### config.mk
export PLATFORM = sky130hd
export DESIGN_NAME = mem_stage_ctrl_flat
export DESIGN_NICKNAME = d
export VERILOG_FILES = /design/src/rtl/mips_pkg.sv /design/src/rtl/mem_stage_ctrl_if.sv /design/src/rtl/mem_lane_align.sv /design/src/rtl/mem_stage_ctrl.sv /design/src/flat_wrapper.sv
export SDC_FILE = /design/constraint.sdc
export NUM_CORES = 1
export LEC_CHECK = 0
export CAP_MARGIN = 20
export CORE_MARGIN = 4
export CORE_UTILIZATION = 29
export DETAILED_ROUTE_END_ITERATION = 6
export GPL_ROUTABILITY_DRIVEN = 0
export PLACE_DENSITY = 0.62
export SETUP_SLACK_MARGIN = 0.4
export SLEW_MARGIN = 5
export SYNTH_ARGS = -nofsm -noshare
export SYNTH_HDL_FRONTEND = slang
export SYNTH_SLANG_ARGS = --single-unit
### constraint.sdc
create_clock -name clk -period 7.5 [get_ports clk]
set_input_delay 2.25 -clock clk [delete_from_list [all_inputs] [get_ports clk]]
set_output_delay 2.25 -clock clk [all_outputs]
set_load 0.03 [all_outputs]
### src/rtl/mips_pkg.sv
// ---------------------------------------------------------------------------
// mips_pkg
// Shared definitions for the MEM-stage memory controller:
//   - MIPS load/store opcodes (6-bit primary opcode field)
//   - controller state encoding
//   - access-size classification and alignment helpers
// ---------------------------------------------------------------------------
package mips_pkg;

   // Loads
   localparam logic [5:0] OP_LW  = 6'b100011;
   localparam logic [5:0] OP_LH  = 6'b100001;
   localparam logic [5:0] OP_LHU = 6'b100101;
   localparam logic [5:0] OP_LB  = 6'b100000;
   localparam logic [5:0] OP_LBU = 6'b100100;
   // Stores
   localparam logic [5:0] OP_SW  = 6'b101011;
   localparam logic [5:0] OP_SH  = 6'b101001;
   localparam logic [5:0] OP_SB  = 6'b101000;

   typedef enum logic {
      ST_IDLE = 1'b0,
      ST_REQ  = 1'b1
   } state_e;

   typedef enum logic [1:0] {
      SZ_NONE = 2'd0,
      SZ_BYTE = 2'd1,
      SZ_HALF = 2'd2,
      SZ_WORD = 2'd3
   } size_e;

   // Access size of an opcode; SZ_NONE marks a non-memory instruction.
   function automatic size_e op_size(input logic [5:0] op);
      size_e sz;
      case (op)
         OP_LW, OP_SW:          sz = SZ_WORD;
         OP_LH, OP_LHU, OP_SH:  sz = SZ_HALF;
         OP_LB, OP_LBU, OP_SB:  sz = SZ_BYTE;
         default:               sz = SZ_NONE;
      endcase
      return sz;
   endfunction

   function automatic logic is_load(input logic [5:0] op);
      return (op == OP_LW) || (op == OP_LH) || (op == OP_LHU) ||
             (op == OP_LB) || (op == OP_LBU);
   endfunction

   function automatic logic is_store(input logic [5:0] op);
      return (op == OP_SW) || (op == OP_SH) || (op == OP_SB);
   endfunction

   // lw is included so that a wide data bus returns a sign-extended word,
   // matching MIPS64 lw semantics; on a 32-bit bus it has no effect.
   function automatic logic is_signed_load(input logic [5:0] op);
      return (op == OP_LB) || (op == OP_LH) || (op == OP_LW);
   endfunction

   // Natural alignment within the 32-bit word; bytes are always aligned.
   function automatic logic is_aligned(input size_e sz, input logic [1:0] a);
      logic ok;
      case (sz)
         SZ_BYTE: ok = 1'b1;
         SZ_HALF: ok = ~a[0];
         SZ_WORD: ok = (a == 2'b00);
         default: ok = 1'b0;
      endcase
      return ok;
   endfunction

endpackage

### src/rtl/mem_stage_ctrl_if.sv
// ---------------------------------------------------------------------------
// mem_stage_ctrl_if
// Request/acknowledge data-memory bus between the MEM-stage controller
// (master) and the data memory (slave).
//   mem_req   : access request, held until mem_ack
//   mem_we    : 1 = write
//   mem_be    : little-endian byte enables, one per byte lane
//   mem_addr  : bus-word-aligned byte address
//   mem_wdata : lane-replicated store data
//   mem_ack   : memory completes the access this cycle
//   mem_rdata : read data, valid with mem_ack
// ---------------------------------------------------------------------------
interface mem_stage_ctrl_if #(
   parameter int DATA_W = 32,
   parameter int ADDR_W = 32
);
   logic                  mem_req;
   logic                  mem_we;
   logic [DATA_W/8-1:0]   mem_be;
   logic [ADDR_W-1:0]     mem_addr;
   logic [DATA_W-1:0]     mem_wdata;
   logic                  mem_ack;
   logic [DATA_W-1:0]     mem_rdata;

   modport master (
      output mem_req, mem_we, mem_be, mem_addr, mem_wdata,
      input  mem_ack, mem_rdata
   );

   modport slave (
      input  mem_req, mem_we, mem_be, mem_addr, mem_wdata,
      output mem_ack, mem_rdata
   );
endinterface

### src/rtl/mem_lane_align.sv
// ---------------------------------------------------------------------------
// mem_lane_align  (purely combinational)
// Lane steering for the MEM stage.
//   op_i      : opcode of the access
//   off_i     : byte offset of the access within the bus word
//   wdata_i   : store data (rt)
//   rdata_i   : raw read data from memory
//   be_o      : byte enables for the access
//   wdata_o   : store data replicated across lanes (sb/sh), else wdata_i
//   ld_data_o : addressed lane(s) of rdata_i, sign/zero extended
// ---------------------------------------------------------------------------
module mem_lane_align
   import mips_pkg::*;
#(
   parameter int DATA_W = 32
) (
   input  logic [5:0]                     op_i,
   input  logic [$clog2(DATA_W/8)-1:0]    off_i,
   input  logic [DATA_W-1:0]              wdata_i,
   input  logic [DATA_W-1:0]              rdata_i,
   output logic [DATA_W/8-1:0]            be_o,
   output logic [DATA_W-1:0]              wdata_o,
   output logic [DATA_W-1:0]              ld_data_o
);

   localparam int NB    = DATA_W / 8;
   localparam int OFF_W = $clog2(NB);

   size_e             sz;
   logic              sgn;
   logic [OFF_W-1:0]  half_base;
   logic [OFF_W-1:0]  word_base;
   logic [DATA_W-1:0] rep_b;
   logic [DATA_W-1:0] rep_h;
   logic [DATA_W-1:0] shifted;
   logic [DATA_W-1:0] mask;
   logic              msb;

   assign sz  = op_size(op_i);
   assign sgn = is_signed_load(op_i);

   // Lane bases: the half-word and 32-bit word containing the offset.
   assign half_base = off_i & ~OFF_W'(1);
   assign word_base = off_i & ~OFF_W'(3);

   always_comb begin
      be_o = '0;
      case (sz)
         SZ_BYTE: be_o = NB'(1)     << off_i;
         SZ_HALF: be_o = NB'(2'b11) << half_base;
         SZ_WORD: be_o = NB'(4'hF)  << word_base;
         default: be_o = '0;
      endcase
   end

   // Replicated store patterns: every lane carries the byte, every lane
   // pair carries the half-word, so the enables alone pick the target.
   genvar gi;
   generate
      for (gi = 0; gi < NB; gi++) begin : g_lane
         assign rep_b[gi*8 +: 8] = wdata_i[7:0];
         if ((gi % 2) == 0) begin : g_lo
            assign rep_h[gi*8 +: 8] = wdata_i[7:0];
         end else begin : g_hi
            assign rep_h[gi*8 +: 8] = wdata_i[15:8];
         end
      end
   endgenerate

   always_comb begin
      case (sz)
         SZ_BYTE: wdata_o = rep_b;
         SZ_HALF: wdata_o = rep_h;
         default: wdata_o = wdata_i;
      endcase
   end

   // Move the addressed lane down to bit 0, then mask and extend. The
   // mask form keeps the extension generic for any DATA_W >= 32.
   assign shifted = rdata_i >> {off_i, 3'b000};

   always_comb begin
      mask = '0;
      msb  = 1'b0;
      case (sz)
         SZ_BYTE: begin
            mask = DATA_W'(8'hFF);
            msb  = shifted[7];
         end
         SZ_HALF: begin
            mask = DATA_W'(16'hFFFF);
            msb  = shifted[15];
         end
         SZ_WORD: begin
            mask = DATA_W'(32'hFFFF_FFFF);
            msb  = shifted[31];
         end
         default: begin
            mask = '0;
            msb  = 1'b0;
         end
      endcase
      ld_data_o = (shifted & mask) | ((sgn && msb) ? ~mask : '0);
   end

endmodule

### src/rtl/mem_stage_ctrl.sv
// ---------------------------------------------------------------------------
// mem_stage_ctrl
// MEM-stage memory controller. Registers the EX/MEM operation, decodes all
// MIPS loads/stores, drives a req/ack data-memory bus with byte enables,
// stalls the pipeline while an access is outstanding, and returns
// sign/zero-extended load data.
// Ports:
//   clk, reset : rising-edge clock, synchronous active-high reset
//   in_valid   : EX/MEM slot holds an instruction
//   op/addr/wdata : opcode, effective byte address, store data
//   stall      : hold upstream pipeline (combinational)
//   mem        : memory bus, master side
//   rd_data    : extended load result (registered)
//   rd_valid   : 1-cycle pulse when rd_data is updated
//   addr_exc   : 1-cycle pulse for a misaligned access
//   bus_err    : 1-cycle pulse when the access times out
// ---------------------------------------------------------------------------
module mem_stage_ctrl
   import mips_pkg::*;
#(
   parameter int DATA_W   = 32,
   parameter int ADDR_W   = 32,
   parameter int MAX_WAIT = 15
) (
   input  logic                 clk,
   input  logic                 reset,
   input  logic                 in_valid,
   input  logic [5:0]           op,
   input  logic [ADDR_W-1:0]    addr,
   input  logic [DATA_W-1:0]    wdata,
   output logic                 stall,
   mem_stage_ctrl_if.master     mem,
   output logic [DATA_W-1:0]    rd_data,
   output logic                 rd_valid,
   output logic                 addr_exc,
   output logic                 bus_err
);

   localparam int NB     = DATA_W / 8;
   localparam int OFF_W  = $clog2(NB);
   localparam int CNT_W  = (MAX_WAIT > 2) ? $clog2(MAX_WAIT) : 1;
   localparam bit TO_EN  = (MAX_WAIT > 0);

   state_e              state_q, state_d;
   logic [CNT_W-1:0]    cnt_q, cnt_d;
   logic [5:0]          op_q;
   logic [ADDR_W-1:0]   addr_q;
   logic [DATA_W-1:0]   wdata_q;
   logic [DATA_W-1:0]   rd_data_q, rd_data_d;
   logic                rd_valid_q, rd_valid_d;
   logic                addr_exc_q, addr_exc_d;
   logic                bus_err_q, bus_err_d;

   logic                capture;
   size_e               in_sz;
   logic                in_mem;
   logic                in_go;
   logic                timeout;
   logic                in_req;

   logic [NB-1:0]       be;
   logic [DATA_W-1:0]   wdata_rep;
   logic [DATA_W-1:0]   ld_data;

   // Incoming instruction classification, evaluated on the capture edge.
   assign capture = in_valid && !stall;
   assign in_sz   = op_size(op);
   assign in_mem  = (in_sz != SZ_NONE);
   assign in_go   = in_mem && is_aligned(in_sz, addr[1:0]);

   assign in_req  = (state_q == ST_REQ);
   assign timeout = TO_EN && (cnt_q == CNT_W'(MAX_WAIT - 1));

   // Ack releases the stall in the same cycle so the next instruction is
   // taken on the ack edge (back-to-back accesses without a bubble).
   assign stall = in_req && !mem.mem_ack;

   mem_lane_align #(
      .DATA_W (DATA_W)
   ) u_align (
      .op_i      (op_q),
      .off_i     (addr_q[OFF_W-1:0]),
      .wdata_i   (wdata_q),
      .rdata_i   (mem.mem_rdata),
      .be_o      (be),
      .wdata_o   (wdata_rep),
      .ld_data_o (ld_data)
   );

   // Bus outputs come from the captured registers and are forced to zero
   // outside REQ so an idle bus is quiet.
   assign mem.mem_req   = in_req;
   assign mem.mem_we    = in_req && is_store(op_q);
   assign mem.mem_be    = in_req ? be : '0;
   assign mem.mem_addr  = in_req ? {addr_q[ADDR_W-1:OFF_W], {OFF_W{1'b0}}} : '0;
   assign mem.mem_wdata = in_req ? wdata_rep : '0;

   assign rd_data  = rd_data_q;
   assign rd_valid = rd_valid_q;
   assign addr_exc = addr_exc_q;
   assign bus_err  = bus_err_q;

   always_comb begin
      state_d    = state_q;
      cnt_d      = cnt_q;
      rd_data_d  = rd_data_q;
      rd_valid_d = 1'b0;
      addr_exc_d = 1'b0;
      bus_err_d  = 1'b0;

      case (state_q)
         ST_IDLE: begin
            if (capture) begin
               if (in_go) begin
                  state_d = ST_REQ;
                  cnt_d   = '0;
               end else if (in_mem) begin
                  addr_exc_d = 1'b1;
               end
            end
         end

         ST_REQ: begin
            if (mem.mem_ack) begin
               if (is_load(op_q)) begin
                  rd_data_d  = ld_data;
                  rd_valid_d = 1'b1;
               end
               // The ack edge is also a capture edge.
               if (capture && in_go) begin
                  state_d = ST_REQ;
                  cnt_d   = '0;
               end else begin
                  state_d = ST_IDLE;
                  if (capture && in_mem) begin
                     addr_exc_d = 1'b1;
                  end
               end
            end else if (timeout) begin
               state_d   = ST_IDLE;
               bus_err_d = 1'b1;
            end else begin
               cnt_d = cnt_q + CNT_W'(1);
            end
         end

         default: state_d = ST_IDLE;
      endcase
   end

   always_ff @(posedge clk) begin
      if (reset) begin
         state_q    <= ST_IDLE;
         cnt_q      <= '0;
         op_q       <= '0;
         addr_q     <= '0;
         wdata_q    <= '0;
         rd_data_q  <= '0;
         rd_valid_q <= 1'b0;
         addr_exc_q <= 1'b0;
         bus_err_q  <= 1'b0;
      end else begin
         state_q    <= state_d;
         cnt_q      <= cnt_d;
         rd_data_q  <= rd_data_d;
         rd_valid_q <= rd_valid_d;
         addr_exc_q <= addr_exc_d;
         bus_err_q  <= bus_err_d;
         if (capture) begin
            op_q    <= op;
            addr_q  <= addr;
            wdata_q <= wdata;
         end
      end
   end

endmodule

### src/flat_wrapper.sv
// flat-port wrapper written by rule: the top's interface ports become plain ports
module mem_stage_ctrl_flat import mips_pkg::*;
#(
   parameter int DATA_W   = 32,
   parameter int ADDR_W   = 32,
   parameter int MAX_WAIT = 15
)
  (clk, reset, in_valid, op, addr, wdata, stall, rd_data, rd_valid, addr_exc, bus_err, mem_mem_req, mem_mem_we, mem_mem_be, mem_mem_addr, mem_mem_wdata, mem_mem_ack, mem_mem_rdata);
  mem_stage_ctrl_if #(.DATA_W(DATA_W), .ADDR_W(ADDR_W)) mem_i ();
  input  logic clk;
  input  logic reset;
  input  logic in_valid;
  input  logic [5:0] op;
  input  logic [ADDR_W-1:0] addr;
  input  logic [DATA_W-1:0] wdata;
  output logic stall;
  output logic [DATA_W-1:0] rd_data;
  output logic rd_valid;
  output logic addr_exc;
  output logic bus_err;
  output wire logic [$bits(mem_i.mem_req)-1:0] mem_mem_req;
  output wire logic [$bits(mem_i.mem_we)-1:0] mem_mem_we;
  output wire logic [$bits(mem_i.mem_be)-1:0] mem_mem_be;
  output wire logic [$bits(mem_i.mem_addr)-1:0] mem_mem_addr;
  output wire logic [$bits(mem_i.mem_wdata)-1:0] mem_mem_wdata;
  input wire logic [$bits(mem_i.mem_ack)-1:0] mem_mem_ack;
  input wire logic [$bits(mem_i.mem_rdata)-1:0] mem_mem_rdata;
  assign mem_mem_req = mem_i.mem_req;
  assign mem_mem_we = mem_i.mem_we;
  assign mem_mem_be = mem_i.mem_be;
  assign mem_mem_addr = mem_i.mem_addr;
  assign mem_mem_wdata = mem_i.mem_wdata;
  assign mem_i.mem_ack = mem_mem_ack;
  assign mem_i.mem_rdata = mem_mem_rdata;
  mem_stage_ctrl #(.DATA_W(DATA_W), .ADDR_W(ADDR_W), .MAX_WAIT(MAX_WAIT)) u_core (.clk(clk), .reset(reset), .in_valid(in_valid), .op(op), .addr(addr), .wdata(wdata), .stall(stall), .mem(mem_i), .rd_data(rd_data), .rd_valid(rd_valid), .addr_exc(addr_exc), .bus_err(bus_err));
endmodule
-- Yosys cells after proc, flatten, opt, wreduce, memory -nomap -nowiden
Cells that the tools add are included.
- output and inout port bits: 106
- bits in registers: 110
- word-level logic and storage cells: 107
- input bits: 106
- add/sub/neg operators: 1
- shifts and indexed selects: 3
- multiplexer cells: 32
- bitwise operators: 6
- reductions and logical operators: 29
- equal/unequal tests: 27
- operator list (cell ; count):
    $eq A6 B6 Y1 const B ; 16
    $mux W32 ; 3
    $pmux W32 S3 ; 1
    $pmux W32 S2 ; 1
    $and A32 B32 Y32 ; 1
    $not A32 Y32 ; 1
    $or A32 B32 Y32 ; 1
    $shr A32 B5 Y32 ; 1
    $mux W4 ; 6
    $reduce_or A3 Y1 ; 6
    $mux W1 ; 13
    $pmux W2 S3 ; 2
    $pmux W4 S3 ; 1
    $eq A2 B2 Y1 const B ; 4
    $logic_or A1 B1 Y1 ; 8
    $pmux W4 S2 ; 1
    $logic_and A1 B1 Y1 ; 7
    $ne A3 B3 Y1 const B ; 2
    $pmux W1 S3 ; 2
    $add A4 B1 Y4 const B ; 1
    $eq A2 B1 Y1 const B ; 2
    $eq A4 B4 Y1 const B ; 1
    $ne A2 B1 Y1 const B ; 2
    $pmux W1 S2 ; 2
    9 further kinds ; 13

-- Depth between registers and ports, before layout
- depth after elaboration: 10
- mapped depth: 11
- mapped depth without buffers: 9

-- Modules after synthesis
A second synthesis with hierarchy kept.
- cells, all modules: 750
- area, all modules: 5691.7 µm²
- modules (own cells, without submodules) (module ; area each (µm²) ; cells an instance ; sequential area each (µm²) ; times used):
    mem_stage_ctrl ; 4394.2 ; 535 ; 2202.1 ; 1
    mem_lane_align ; 1297.5 ; 215 ; 0.0 ; 1

-- Worst setup path after synthesis
No wires, ideal clock.
- path kind: input -> output
- start point: in mem_mem_ack
- end point: out stall
- required time: 5250 ps
- path slack: 2476 ps
- cell stages on the path: 3
- arrival time: 2774 ps
- buffers on the path: 1
- cells stage by stage: nand2b_1 > clkbuf_1 > inv_1
- cells in the longest elaborated chain, start to end: 2
- ends and longest elaborated chain (item ; line ; text):
    from (decl) ; flat_wrapper.sv:26 ; input wire logic [$bits(mem_i.mem_ack)-1:0] mem_mem_ack;
    $logic_not A1 Y1 ; mem_stage_ctrl.sv:76 ; assign stall = in_req && !mem.mem_ack;
    $logic_and A1 B1 Y1 ; mem_stage_ctrl.sv:76 ;
    to (decl) ; flat_wrapper.sv:16 ; output logic stall;
Every way passes these cells.

-- Worst setup path after layout
Same ends and word-level chain as after synthesis.

==> flow_metrics.env <==
export IMPL_reg2reg_depth=8
export IMPL_worstHoldPathType="reg -> reg"
export IMPL_synthAdderAreaFrac=0.0131
export IMPL_drive_gt1_frac=0.0550
export IMPL_worstPathMaxFanout=9
export IMPL_final_min_clock_period_ps=5970
export IMPL_postRouteWirelength_um=18900
export IMPL_async_flop_share=0
export IMPL_synthCells=721
export IMPL_cts_buffer_depth=2
export IMPL_tightest_slew_ps=996
export IMPL_clk_latency_ps=350
export IMPL_p_leak_uw=0.00282
export IMPL_vias_per_cell=4.85
export IMPL_status="complete, no violations"
export IMPL_placed_area_um2=7900
export IMPL_critPathSlowestCell="clkdlybuf4s50_1"
export IMPL_drcViolationCount=0
export IMPL_synthSimpleGateAreaFrac=0.251
export IMPL_finalSetupViolCount=0
export IMPL_antenna_left=0
export IMPL_clock_sinks=110
export IMPL_worstHoldStart="u_core.addr_q[30]"
export IMPL_num_io_pins=212
export IMPL_place_detailed_hpwl_um=13000
export IMPL_cts_buffers=9
export IMPL_max_slew_margin_rel=0.336
export IMPL_final_cell_mix="clkdlybuf4s50_1 (208), nand2_1 (162), dfxtp_1 (109)"
export IMPL_synth_compound_area_frac=0.246
export IMPL_synth_seq_cells=110
export IMPL_routedWlPerCell_um=16.3
export IMPL_synthMuxAreaShare=0.0336
export IMPL_syn_to_final_growth_pct=43.4
export IMPL_cts_resized=0
export IMPL_cts_hold_buf=0
export IMPL_whs_ps=451
export IMPL_rows=51
export IMPL_critPathKind="in -> out"
export IMPL_htreeDepth=3
export IMPL_grt_overflow=0
export IMPL_cts_setup_buffers=0
export IMPL_crit_buf_inv=3
export IMPL_ir_drop_mv=0.0976
export IMPL_maxCapViolCount=0
export IMPL_multi_input_area_um2=3150
export IMPL_timing_setup_tns_ps=0
export IMPL_cts_root_buf="clkbuf_16"
export IMPL_hold_path_depth=2
export IMPL_power_density_nw_per_um2=158
export IMPL_grt_pass1_vias=5379
export IMPL_initial_utilization=0.294
export IMPL_max_freq_mhz=167
export IMPL_final_max_slew_violation_count=0
export IMPL_ys_flop_type="dfxtp_1"
export IMPL_synth_xor_area_frac=0.00459
export IMPL_die_x_um=149
export IMPL_critPathLaunchType="input port"
export IMPL_fin_skew_ps=7.42
export IMPL_synth_top_family_by_area="simple AND/OR/NAND/NOR gates"
export IMPL_grt_pass1_wl_um=29600
export IMPL_cts_tree="built"
export IMPL_cp_common_cell="clkdlybuf4s50_1"
export IMPL_required_ps=5250
export IMPL_final_nets=998
export IMPL_crit_family="buffers and inverters"
export IMPL_rsz0062_at_grt="false"
export IMPL_ys_warnings_count=0
export IMPL_crit_chain="clkdlybuf4s50_1, nand2b_1, inv_1, clkdlybuf4s50_1"
export IMPL_r2r_end="u_core.rd_data[31]"
export IMPL_ys_types=57
export IMPL_synth_edf_count=0
export IMPL_die_area_um2=22100
export IMPL_synthesis_area_um2=5730
export IMPL_ff_latch_area_um2=2200
export IMPL_ys_seq_area_frac=0.385
export IMPL_diodes=0
export IMPL_arrival_ps=3720
export IMPL_first_iter_violations=290
export IMPL_fp_dieH_um=149
export IMPL_gr_usage_all_layers=0.167
export IMPL_stdcell_area_um2=8210
export IMPL_regToRegStartpoint="u_core.op_q[3]"
export IMPL_final_common_cell="clkdlybuf4s50_1"
export IMPL_total_power_uw=1300
export IMPL_antenna_found_initial=0
export IMPL_cpPeakStageDelay_ps=670
export IMPL_fp_coreArea_um2=19500
export IMPL_r2r_slack_ps=4720
export IMPL_end_kind="primary output"
export IMPL_vias=5611
export IMPL_post_synth_cell_area_avg_um2=7.94
export IMPL_fill_cells=2009
export IMPL_hold_viol_final=0
export IMPL_place_port_buffers=209
export IMPL_clkTransAtPathRegs_ps=70
export IMPL_grt_max_degree=71
export IMPL_first_pass_iters=4
export IMPL_post_route_period_util=0.796
export IMPL_min_to="u_core.addr_q[30]"
## synth_stat cells, types with 4 or more instances
master    number  area share
a2111o_1       8       0.016
a211oi_1      15       0.020
a211oi_2       4      0.0087
a21boi_0       9       0.012
a21oi_1      103       0.090
a22oi_1       16       0.021
and2_1        41       0.045
buf_2         13       0.011
buf_4          5      0.0066
buf_6          4      0.0079
clkbuf_1      39       0.026
dfxtp_1      110        0.38
ha_1           6       0.013
inv_1         18       0.012
mux2_2         8       0.016
mux2i_1        8       0.014
nand2_1      163        0.11
nand2b_1      10       0.011
nand3_1       19       0.017
nand3b_1      10       0.013
nor2_1        19       0.012
nor2b_1       20       0.022
nor3_1         5      0.0044
o211a_1        8       0.014
o211ai_1       8       0.010
o21ai_0        7      0.0061
o32ai_1        8       0.012
## worst max path at each step
stage	start	end	slack, ps	depth (start not counted)
5_1_grt	u_core.op_q[2]	mem_mem_wdata[9]	1370	7
3_3_place_gp	mem_mem_ack	stall	1480	4
3_5_place_dp	mem_mem_ack	stall	1470	4
4_1_cts	mem_mem_ack	stall	1480	4
6_report	mem_mem_ack	stall	1530	4
2_1_floorplan	mem_mem_ack	stall	2480	3
## metrics by stage
step                       util  cells  setup slack [ps]
after floorplan               -    722              2480
after global placement    0.406   1139              1480
after detailed placement  0.406   1139              1470
after CTS                 0.421   1155              1480
after global routing      0.422   1156              1370
final                     0.422   1156              1530
## logic make-up (layout without fill, tap and decap cells)
group / after synthesis / in the layout
AND/OR/NAND/NOR: 299 / 299
AO/OA/AOI/OAI: 203 / 203
flip-flops: 110 / 110
buffers and inverters: 82 / 251
multiplexers: 17 / 17
adder cells (fa/ha/maj): 6 / 6
XOR/XNOR: 3 / 3
other: 1 / 2
## power breakdown
| group | internal, uW | switching (uW) | leakage, uW |
|---|---|---|---|
| sequential | 605 | 18.6 | 0.000900 |
| clock | 262 | 232 | 0.000143 |
| combinational | 89.7 | 90.3 | 0.00178 |
## final cells by class
class,count,area share
Clock inverter,6,0.00838
Timing Repair Buffer,217,0.263
Multi-Input combinational cell,530,0.384
Inverter,18,0.00823
Clock buffer,10,0.0279
Sequential cell,110,0.268
Tap cell,265,0.0404
## worst reg2reg max path, cell delays in order (launching register included)
cell,delay [ps]
dfxtp_1,500
a211oi_1,140
o21a_1,220
inv_1,80
ha_1,490
inv_1,230
o311ai_4,420
o211ai_4,280
a311oi_1,330
## registers in the layout, summed over array words and instances (netlist names)
name                cells
u_core.rd_data         32
u_core.cnt_q            4
u_core.addr_q          32
u_core.addr_exc         1
u_core.wdata_q         32
u_core.mem.mem_req      1
u_core.op_q             6
u_core.rd_valid         1
u_core.bus_err          1
## routing by layer
metal | vias up | global-route usage | share of wire | routed length [um]
met2 | 164 | 0.264 | 0.46 | 8620
met1 | 2624 | 0.223 | 0.45 | 8460
met4 | 0 | 0.0480 | 0.014 | 269
met3 | 16 | 0.0466 | 0.081 | 1540
met5 | - | 0 | 0 | 0
li1 | 2807 | - | - | -
No activity file was read; power rests on OpenSTA's default activity.
